<file path="config.mk">
export PLATFORM = sky130hd
export DESIGN_NAME = kernel_sysid_regs
export DESIGN_NICKNAME = d
export VERILOG_FILES = /design/src/rtl/kernel_sysid_regs.sv
export SDC_FILE = /design/constraint.sdc
export NUM_CORES = 1
export LEC_CHECK = 0
export CORE_ASPECT_RATIO = 0.8
export CORE_MARGIN = 5
export CORE_UTILIZATION = 40
export CTS_CLUSTER_DIAMETER = 30
export DETAILED_ROUTE_END_ITERATION = 8
export PLACE_DENSITY = 0.68
export SLEW_MARGIN = 20
export SYNTH_ARGS = -nofsm -noshare
export SYNTH_HDL_FRONTEND = slang
export SYNTH_SLANG_ARGS = --single-unit
export TNS_END_PERCENT = 1
</file>
<file path="constraint.sdc">
create_clock -name clock -period 1.75 [get_ports clock]
set_clock_uncertainty 0.1 [all_clocks]
set_input_delay 0.35 -clock clock [delete_from_list [all_inputs] [get_ports clock]]
set_output_delay 0.35 -clock clock [all_outputs]
set_load 0.01 [all_outputs]
</file>
<file path="src/rtl/kernel_sysid_regs.sv">
// kernel_sysid_regs: system-ID register block with uptime counter, scratch and info words, read latency 1.
// Optional uptime counter, snapshot and CTRL register built when SYSID_UPTIME_EN is defined.
module kernel_sysid_regs #(
  parameter logic [31:0] SYSID_ID        = 32'h00000001,
  parameter logic [31:0] SYSID_TIMESTAMP = 32'd1503996230,
  parameter int          ADDR_W          = 3,
  parameter int          UPTIME_W        = 48
) (
  input  logic              clock,
  input  logic              reset,
  input  logic [ADDR_W-1:0] address,
  input  logic              read,
  input  logic              write,
  input  logic [31:0]       writedata,
  output logic [31:0]       readdata,
  output logic              readdatavalid
);
  logic        w_wr;
  logic [31:0] r_scratch;
  logic [31:0] w_up_lo;
  logic [31:0] w_up_hi;
  logic [31:0] w_ctrl;
  logic [31:0] w_info;
  logic [31:0] w_rd;
  assign w_wr = write & ~read;
`ifdef SYSID_UPTIME_EN
  localparam logic FEAT = 1'b1;
  logic [UPTIME_W-1:0] r_cnt;
  logic [31:0]         r_hi;
  logic                r_freeze;
  logic [63:0]         w_cnt64;
  assign w_cnt64 = 64'(r_cnt);
  // Clear wins over increment; hi half is latched when the low half is read.
  always_ff @(posedge clock) begin
    if (reset) begin
      r_cnt    <= '0;
      r_hi     <= '0;
      r_freeze <= 1'b0;
    end else begin
      r_cnt <= (w_wr && address == ADDR_W'(5) && writedata[0]) ? '0 :
               r_freeze ? r_cnt : r_cnt + UPTIME_W'(1);
      if (w_wr && address == ADDR_W'(5)) r_freeze <= writedata[1];
      if (read && address == ADDR_W'(2)) r_hi <= w_cnt64[63:32];
    end
  end
  assign w_up_lo = w_cnt64[31:0];
  assign w_up_hi = r_hi;
  assign w_ctrl  = {30'b0, r_freeze, 1'b0};
`else
  localparam logic FEAT = 1'b0;
  assign w_up_lo = '0;
  assign w_up_hi = '0;
  assign w_ctrl  = '0;
`endif
  assign w_info = {15'b0, FEAT, 4'b0, 4'(ADDR_W), 8'(UPTIME_W)};
  always_comb begin
    w_rd = '0;
    case (address)
      ADDR_W'(0): w_rd = SYSID_ID;
      ADDR_W'(1): w_rd = SYSID_TIMESTAMP;
      ADDR_W'(2): w_rd = w_up_lo;
      ADDR_W'(3): w_rd = w_up_hi;
      ADDR_W'(4): w_rd = r_scratch;
      ADDR_W'(5): w_rd = w_ctrl;
      ADDR_W'(6): w_rd = w_info;
      default:    w_rd = '0;
    endcase
  end
  always_ff @(posedge clock) begin
    if (reset) begin
      readdata      <= '0;
      readdatavalid <= 1'b0;
      r_scratch     <= '0;
    end else begin
      readdatavalid <= read;
      if (read) readdata <= w_rd;
      if (w_wr && address == ADDR_W'(4)) r_scratch <= writedata;
    end
  end
endmodule

</file>
### Yosys cells after proc, flatten, opt, wreduce, memory -nomap -nowiden

Cells that the tools add are included.

| storage, ports and cells | value |
|---|---|
| register bits | 65 |
| input bits | 39 |
| output and inout port bits | 33 |
| logic and storage cells | 11 |

| operators by class | value |
|---|---|
| eq/ne operators | 3 |
| multiplexer cells | 1 |
| bitwise logic cells | 2 |
| reductions and logical operators | 2 |

Operators by type and width:

| operator | number |
|---|---|
| 32-bit case mux with 4 select lines | 1 |
| 3-bit == test (second input constant) | 2 |
| 3-bit by 1-bit == test with 1-bit output (second input constant) | 1 |
| 3-bit zero test | 1 |
| 1-bit bitwise AND | 1 |
| 1-bit logical AND | 1 |
| 1-bit inverter | 1 |

### Longest topological paths before layout

Gate-level depths: netlist (run 1).

| depth | value |
|---|---|
| depth in word-level cells | 3 |
| gate-level depth with buffers | 6 |
| mapped depth without buffers | 3 |

### Least setup slack after synthesis (run 1)

No wires, ideal clock.

| timing | value |
|---|---|
| path kind | input to register |
| start | input address[1] |
| end | register r_scratch[10] |
| library setup time | 72 ps |
| data arrival time | 1290 ps |
| required time | 1578 ps |
| slack | 289 ps |
| stages on the path | 6 |
| buffers on the path | 3 |
| cells stage by stage | buf_6 nor3b_4 and3b_1 buf_6 buf_12 mux2i_1 |

| on the way | value |
|---|---|
| word-level cells in the longest chain between the ends | 2 |

Ends and longest elaborated chain:

| what | line | text |
|---|---|---|
| from (decl) | 11 | `input logic [ADDR_W-1:0] address,` |
| 3-bit == test | 77 | `if (w_wr && address == ADDR_W'(4)) r_scratch <= writedata;` |
| 1-bit logical AND | 77 |  |
| to (signal assigned) | 77 |  |
| to (decl) | 19 | `logic [31:0] r_scratch;` |

Every way passes these cells.
A chain may end at the register's enable or synchronous reset.

### Final worst setup path (run 1)

| timing | value |
|---|---|
| start | register readdata[3] |
| end | output readdata[3] |

RTL lines:

| what | line | text |
|---|---|---|
| from (decl) | 15 | `output logic [31:0] readdata,` |
| from (signal assigned) | 76 | `if (read) readdata <= w_rd;` |

No word-level cell between the ends.

==> run_results.csv, run 1 <==
group,metric,value,unit
clocking,cts-root-buf,"clkbuf_8",
clocking,cts_buffers,9,
pwr,switchingPower,0.000678,W
clocking,clock_sinks,65,
floorplan,die_h,83.0,µm
setup_path,path_buf_inv,1,
pwr,power_density,830,nW/µm²
logic_synthesis,yosysTopAreaCell,"dfxtp_1",
placement,detailedPlace.worstSlack,-0.204,ns
clocking,ctsHoldBuffers,0,
timing,finalCritPeriodShare,0.971,
setup_path,crit_required,1.30,ns
global_routing,gr-usage-all-layers,0.145,
drt,routed_wl,5.95,mm
final_layout,area_growth,37.6,%
pwr,pwr-share-clk,0.395,
drt,drtIter0Drc,63,
drt,drc,0,
placement,dp_hpwl,4.10,mm
final_layout,drive_gt1_frac,0.103,
clocking,cts_resized,0,
clocking,tritoncts,"yes",
logic_synthesis,netlist.area_leader.share,0.488,
pwr,ir_drop,394,µV
floorplan,pin_count,72,
setup_path,slowest_stage,"clkdlybuf4s50_1",
drt,vias,2026,
logic_synthesis,synth_area,2660,µm²
timing,min_period,1.70,ns
timing,relSlewSlack,0.423,
logic_synthesis,syn_inst,267,
timing,setup_viol,0,
logic_synthesis,ys_types,19,
clocking,clkLatencyLatePin,0.33,ns
floorplan,start_util,0.414,
floorplan,core,6440,µm²
floorplan,dieArea,8400,µm²
floorplan,row_count,26,
final_layout,antennaDiodeCount,0,
clocking,clk_path_buf_depth,2,
drt,drtPass1Iterations,4,
worst_hold_path,hold_path.class,"in -> reg",
drt,avgViaCountPerCell,4.67,
placement,gp_congestion,0.739,
logic_synthesis,ys_warn_count,0,
drt,wl_per_cell,13.7,µm
clocking,path_clk_slew,0.07,ns
setup_path,start_kind,"flip-flop",
placement,io_buffers,71,
logic_synthesis,synth_seq_area_share,0.488,
timing,worst_slew_pin_slew,0.863,ns
global_routing,gr-total-overflow,0,
setup_path,path_cells,"clkdlybuf4s50_1",
clocking,htreeDepth,3,
timing,whs,0.204,ns
timing,hold_viol_final,0,
global_routing,grt_pass1_wl,9.70,mm
global_routing,grt_pass1_vias,2050,
timing,clock.fmax,589,MHz
pwr,p_int,0.00236,W
status,status,"complete, no violations",
global_routing,grt_max_degree,42,
logic_synthesis,avgSynthCellArea,9.98,µm²
timing,rsz0062_at_grt,"no",
timing,setup_ws,0.0510,ns
setup_path,crit_path_end_kind,"primary output",
pwr,power_frac_comb,0.103,
floorplan,die_w,101,µm
pwr,power.share.switching,0.223,
global_routing,antenna_found_initial,0,
clocking,post_cts_buffers,0,
timing,drv_slew,0,
setup_path,cp_max_fo,2,
final_layout,nNetsFinal,384,
setup_path,crit_type,"reg -> out",
pwr,p_seq_frac,0.502,
logic_synthesis,synth_nets,306,
drt,ant_nets,0,
setup_path,crit_family,"buffers and inverters",
setup_path,arrival,1.25,ns
pwr,p_leak,1.30,nW
setup_path,slowest_delay,0.55,ns
logic_synthesis,synthTopCellsByArea,"dfxtp_1 49%, nand2b_1 17%, mux2i_1 12%",
logic_synthesis,ys_ff_latch,65,
job,max-cap-violations,0,
sequential cells by signal (all words and copies together) (netlist names):
| name | flops |
|---|---|
| r_scratch | 32 |
| readdata | 32 |
| readdatavalid | 1 |
metrics by stage:
step	utilization	cells	TNS, ns	power [W]	instance area (µm²)
floorplan	-	267	0	0.00170	2660
global placement	0.539	418	-6.92	0.00187	3470
detailed placement	0.539	418	-7.85	0.00188	3470
CTS	0.569	434	0	0.00308	3660
global route	0.569	434	0	0.00317	3660
finish	0.569	434	0	0.00304	3660
layout by cell type (no fill, tap or decap):
cell,instances
nand2b_1,72
clkdlybuf4s50_1,70
dfxtp_1,65
mux2i_1,32
a21oi_1,20
buf_4,17
o21ai_0,14
nand2_1,13
clkbuf_8,13
a22o_1,12
nor2b_1,4
nor2_1,3
nand3_1,3
o211ai_1,3
clkinv_2,2
nor3b_4,1
and2_1,1
a311oi_1,1
and3b_2,1
clkbuf_1,1
buf_2,1
buf_12,1
power by group through the flow:
stage                     Combinational [W]  Clock (W)  Sequential, W
after detailed placement           0.000315          0        0.00156
after global placement             0.000311          0        0.00156
after global routing               0.000341    0.00130        0.00153
final                              0.000313    0.00120        0.00153
after CTS                          0.000317    0.00123        0.00153
after floorplan                    0.000134          0        0.00157
final timing paths:
path	from	slack [ns]	cells after the start	to
worst min register to register	r_scratch[1]$_SDFFE_PP0P_	0.36	2	readdata[1]$_SDFFE_PP0P_
worst min-delay path	reset	0.20	2	readdatavalid$_SDFF_PP0_
worst max-delay path	readdata[3]$_SDFFE_PP0P_	0.05	1	readdata[3]
worst max register to register	r_scratch[8]$_SDFFE_PP0P_	0.91	2	readdata[8]$_SDFFE_PP0P_
routing by layer:
layer | up-vias | global-route usage | wire (µm)
li1 | 1045 | - | -
met1 | 915 | 0.196 | 2930
met2 | 58 | 0.204 | 2470
met3 | 8 | 0.0578 | 456
met4 | 0 | 0.0568 | 93
met5 | - | 0 | 0
cell families (layout without fill, tap and decap cells):
kind of cell / after synthesis / count (layout) / share of synthesized area
and+or+nand+nor: 98 / 98 / 0.219
muxes: 32 / 32 / 0.120
DFF: 65 / 65 / 0.488
buffers and inverters: 22 / 105 / 0.0568
AOI/OAI and AO/OA: 50 / 50 / 0.115
synthesized netlist by cell type:
cell      number
clkbuf_1      13
o211ai_1       3
and2_1         1
nand2b_1      72
a21oi_1       20
nor2b_1        4
a311oi_1       1
buf_6          2
dfxtp_1       65
a22o_1        12
nor2_1         3
and3b_1        1
buf_2          4
nor3b_4        1
nand2_1       13
o21ai_0       14
mux2i_1       32
nand3_1        3
buf_12         3
final cells by class:
class | count | area [µm²]
tap | 84 | 105
clock buffer | 14 | 183
clock inverter | 2 | 10.0
multi-input combinational | 180 | 1210
fill | 577 | 2780
sequential | 65 | 1300
timing repair buffer | 89 | 853
Power figures use the tool's default switching activity.
==> inputs of run 2 (changes only) <==
==> constraint.sdc (replaced) <==
create_clock -name clock -period 1.75 [get_ports clock]
set_clock_uncertainty 0.1 [all_clocks]
set_input_delay 0.175 -clock clock [delete_from_list [all_inputs] [get_ports clock]]
set_output_delay 0.175 -clock clock [all_outputs]
set_load 0.01 [all_outputs]
==> run 2 against run 1 <==
  * Worst setup slack improved by 0.18 ns
  * Global-route usage rose by 0.46 points
  * Worst hold slack got worse by 0.10 ns
  * First-iteration DRC count rose by 87%
  * Non-clock buffer count fell by 2
  * Sequential cell count did not move
  * Fmax rose by 12%
  * Clock power rose by 19%
  * Final area rose by 0.55%
  * Via count rose by 0.69%
  * Sequential share of layout area fell by 0.19 points
  * Largest cell class unchanged
==> run_results.csv, run 2 (synthesis results as in run 1) <==
group,metric,value,unit
drt,drtPass1Iterations,4,
global_routing,antenna_found_initial,0,
final_layout,multi_input_area,1210,µm²
floorplan,row_count,26,
drt,wl_per_cell,13.5,µm
floorplan,pin_count,72,
setup_path,crit_required,1.47,ns
worst_hold_path,hold_path.class,"in -> reg",
setup_path,path_buf_inv,1,
drt,avgViaCountPerCell,4.72,
setup_path,crit_type,"reg -> out",
clocking,htreeDepth,3,
clocking,ctsHoldBuffers,0,
setup_path,path_cells,"clkdlybuf4s50_1",
job,max-cap-violations,0,
setup_path,crit_path_end_kind,"primary output",
drt,vias,2040,
timing,whs,0.103,ns
clocking,cts-root-buf,"clkbuf_8",
final_layout,area_growth,38.3,%
clocking,path_clk_slew,0.07,ns
clocking,cts_buffers,9,
final_layout,final_cell_mix,"72 x nand2b_1, 70 x clkdlybuf4s50_1, 65 x dfxtp_1",
floorplan,core,6440,µm²
timing,hold_viol_final,0,
placement,dp_hpwl,4.05,mm
floorplan,start_util,0.414,
final_layout,n_fill_cell,595,
pwr,p_leak,1.30,nW
final_layout,reg.largest.list,"r_scratch: 32 flops, readdata: 32 flops, readdatavalid: 1 flops",
timing,finalCritPeriodShare,0.871,
clocking,clk_path_buf_depth,2,
final_layout,final_common_cell,"nand2b_1",
setup_path,reg2reg_slack,0.90,ns
drt,routed_wl,5.81,mm
timing,clock.fmax,656,MHz
floorplan,dieArea,8400,µm²
placement,io_buffers,71,
drt,drtIter0Drc,118,
timing,worst_slew_pin_slew,0.782,ns
floorplan,die_h,83.0,µm
global_routing,gr-usage-all-layers,0.149,
setup_path,crit_family,"buffers and inverters",
drt,ant_nets,0,
timing,min_period,1.52,ns
setup_path,start_kind,"flip-flop",
timing,relSlewSlack,0.477,
setup_path,slowest_delay,0.55,ns
global_routing,grt_pass1_wl,9.94,mm
setup_path,slowest_stage,"clkdlybuf4s50_1",
global_routing,grt_max_degree,36,
status,status,"complete, no violations",
timing,rsz0062_at_grt,"no",
clocking,tritoncts,"yes",
global_routing,gr-total-overflow,0,
floorplan,die_w,101,µm
timing,setup_viol,0,
pwr,ir_drop,456,µV
global_routing,grt_pass1_vias,2028,
pwr,p_total,0.00327,W
final_layout,nNetsFinal,382,
placement,gp_congestion,0.737,
setup_path,arrival,1.25,ns
pwr,power_density,887,nW/µm²
final_layout,drive_gt1_frac,0.101,
clocking,cts_resized,0,
clocking,post_cts_buffers,0,
timing,drv_slew,0,
setup_path,cp_max_fo,2,
clocking,clock_sinks,65,
clocking,clkLatencyLatePin,0.34,ns
final_layout,antennaDiodeCount,0,
final_layout,seqCellArea,1300,µm²
drt,drc,0,
## run 2: per-stage QoR
step	utilization	worst slack (ns)	area, µm²	TNS [ns]	instances
floorplan	-	0.464	2660	0	267
global placement	0.537	-0.00207	3460	-0.00334	416
detailed placement	0.537	-0.0586	3460	-0.647	416
CTS	0.572	0.204	3680	0	432
global route	0.572	0.152	3680	0	432
finish	0.572	0.227	3680	0	432
## run 2: path summary, 6_finish.rpt
| check | start | end | cells after the start |
|---|---|---|---|
| worst min register to register | r_scratch[23]$_SDFFE_PP0P_ | readdata[23]$_SDFFE_PP0P_ | 2 |
| worst min-delay path | reset | readdatavalid$_SDFF_PP0_ | 2 |
| worst max-delay path | readdata[11]$_SDFFE_PP0P_ | readdata[11] | 1 |
| worst max register to register | r_scratch[8]$_SDFFE_PP0P_ | readdata[8]$_SDFFE_PP0P_ | 2 |
## run 2: per-layer routing
layer / up-vias / track usage / wire, µm
met5: - / 0 / 0
met4: 0 / 0.0507 / 103
met3: 9 / 0.0670 / 451
met2: 61 / 0.207 / 2430
met1: 922 / 0.205 / 2830
li1: 1048 / - / -
## run 2: final cells by class
| class | count | share of cell area |
|---|---|---|
| flip-flops and latches | 65 | 0.353 |
| multi-input cells | 180 | 0.329 |
| repair buffers | 87 | 0.228 |
| clock buffers | 10 | 0.0374 |
| well taps | 84 | 0.0285 |
| clock inverters | 6 | 0.0244 |
## run 2: power breakdown
group | internal (W) | leakage (nW) | switching, W
Clock | 0.000845 | 0.113 | 0.000587
Combinational | 0.000186 | 0.659 | 0.000123
Sequential | 0.00151 | 0.527 | 0.0000164
Total | 0.00254 | 1.30 | 0.000727
==> inputs of run 3 (changes only) <==
Settings changed: CTS_BUF_LIST from default to sky130_fd_sc_hd__clkbuf_2 sky130_fd_sc_hd__clkbuf_4 sky130_fd_sc_hd__clkbuf_8, SETUP_SLACK_MARGIN from default to 0.3.
==> run 3 against run 2 <==
  * Non-clock buffer count unchanged
  * Sequential power about the same
  * Count of clock-buffer cells in the layout stayed put
  * Worst setup slack improved by 0.0092 ns
  * Clock power about the same
  * Final area about the same
  * Critical path type unchanged
  * Cell count unchanged
  * Critical endpoint is now readdata[16]
  * Largest cell class unchanged
  * Sequential share of layout area about the same
==> run_results.csv, run 3 (synthesis results as in run 1) <==
group,metric,value,unit
timing,setup_ws,0.236,ns
global_routing,antenna_found_initial,0,
setup_path,slowest_stage,"clkdlybuf4s50_1",
floorplan,start_util,0.414,
pwr,p_leak,1.32,nW
floorplan,die_w,101,µm
drt,ant_nets,0,
drt,wl_per_cell,13.6,µm
job,max-cap-violations,0,
pwr,power.share.switching,0.222,
floorplan,core,6440,µm²
clocking,htreeDepth,3,
timing,worst_slew_pin_slew,0.782,ns
timing,min_period,1.51,ns
pwr,p_int,0.00254,W
final_layout,reg.largest.list,"r_scratch: 32 flops, readdata: 32 flops, readdatavalid: 1 flops",
worst_hold_path,hold_path.class,"in -> reg",
setup_path,crit_family,"buffers and inverters",
placement,io_buffers,71,
final_layout,area_growth,38.4,%
drt,drtPass1Iterations,4,
placement,dp_hpwl,4.05,mm
setup_path,crit_path_end_kind,"primary output",
global_routing,gr-usage-all-layers,0.149,
pwr,power_frac_comb,0.095,
drt,avgViaCountPerCell,4.72,
clocking,clk_path_buf_depth,2,
timing,relSlewSlack,0.477,
clocking,path_clk_slew,0.07,ns
final_layout,seqCellArea,1300,µm²
drt,routed_wl,5.86,mm
drt,vias,2041,
global_routing,grt_pass1_wl,9.94,mm
setup_path,cp_max_fo,2,
setup_path,crit_required,1.47,ns
floorplan,row_count,26,
setup_path,crit_type,"reg -> out",
final_layout,multi_input_area,1210,µm²
clocking,clkLatencyLatePin,0.34,ns
floorplan,pin_count,72,
global_routing,gr-total-overflow,0,
clocking,clock_sinks,65,
timing,hold_viol_final,0,
placement,gp_congestion,0.737,
final_layout,drive_gt1_frac,0.101,
clocking,post_cts_buffers,0,
clocking,cts-root-buf,"clkbuf_8",
drt,drtIter0Drc,101,
pwr,pwr-share-clk,0.438,
pwr,switchingPower,0.000726,W
timing,drv_slew,0,
setup_path,path_cells,"clkdlybuf4s50_1",
drt,drc,0,
final_layout,antennaDiodeCount,0,
setup_path,slowest_delay,0.55,ns
pwr,power_density,886,nW/µm²
setup_path,start_kind,"flip-flop",
timing,clock.fmax,660,MHz
pwr,ir_drop,455,µV
setup_path,reg2reg_slack,0.90,ns
floorplan,dieArea,8400,µm²
final_layout,nNetsFinal,382,
clocking,tritoncts,"yes",
global_routing,grt_max_degree,36,
timing,setup_viol,0,
final_layout,final_common_cell,"nand2b_1",
timing,whs,0.105,ns
timing,finalCritPeriodShare,0.865,
pwr,p_seq_frac,0.467,
floorplan,die_h,83.0,µm
timing,rsz0062_at_grt,"yes",
placement,detailedPlace.worstSlack,-0.0586,ns
clocking,cts_buffers,9,
status,status,"complete, no violations",
setup_path,path_buf_inv,1,
global_routing,grt_pass1_vias,2028,
final_layout,n_fill_cell,597,
setup_path,arrival,1.24,ns
final_layout,final_cell_mix,"72 x nand2b_1, 68 x clkdlybuf4s50_1, 65 x dfxtp_1",
==> run 3: path summary, 6_finish.rpt <==
path | from | end | depth (start not counted)
worst max-delay path | readdata[16]$_SDFFE_PP0P_ | readdata[16] | 1
worst min register to register | r_scratch[23]$_SDFFE_PP0P_ | readdata[23]$_SDFFE_PP0P_ | 2
worst min-delay path | reset | readdatavalid$_SDFF_PP0_ | 2
worst max register to register | r_scratch[8]$_SDFFE_PP0P_ | readdata[8]$_SDFFE_PP0P_ | 2
==> run 3: power by group through the flow <==
stage | clock [W] | combinational (W) | sequential [W]
global route | 0.00153 | 0.000339 | 0.00153
finish | 0.00143 | 0.000310 | 0.00153
floorplan | 0 | 0.000134 | 0.00157
global placement | 0 | 0.000310 | 0.00156
CTS | 0.00147 | 0.000314 | 0.00153
detailed placement | 0 | 0.000313 | 0.00156
==> run 3: layer usage <==
metal | up-vias | GRT usage | wire [µm]
li1 | 1049 | - | -
met1 | 928 | 0.205 | 2910
met2 | 57 | 0.207 | 2470
met3 | 7 | 0.0670 | 407
met4 | 0 | 0.0507 | 76
met5 | - | 0 | 0
==> run 3: timing repair <==
action	4_1_cts	5_1_grt
resized for setup	1	1
hold buffers	0	0
endpoints found under the setup margin	34	58
==> run 3: final cells by class <==
| cell class | instances | share of cell area |
|---|---|---|
| flip-flops and latches | 65 | 0.353 |
| clock inverters | 6 | 0.0244 |
| repair buffers | 87 | 0.228 |
| well taps | 84 | 0.0285 |
| clock buffers | 10 | 0.0373 |
| multi-input cells | 180 | 0.329 |
==> run 3: per-stage QoR <==
step / cells / util / setup TNS, ns / instance area [µm²] / power (W)
2_1_floorplan: 267 / - / 0 / 2660 / 0.00170
3_3_place_gp: 416 / 0.537 / -0.00334 / 3460 / 0.00187
3_5_place_dp: 416 / 0.537 / -0.647 / 3460 / 0.00187
4_1_cts: 432 / 0.572 / 0 / 3680 / 0.00331
5_1_grt: 432 / 0.572 / 0 / 3690 / 0.00340
6_report: 432 / 0.572 / 0 / 3690 / 0.00327
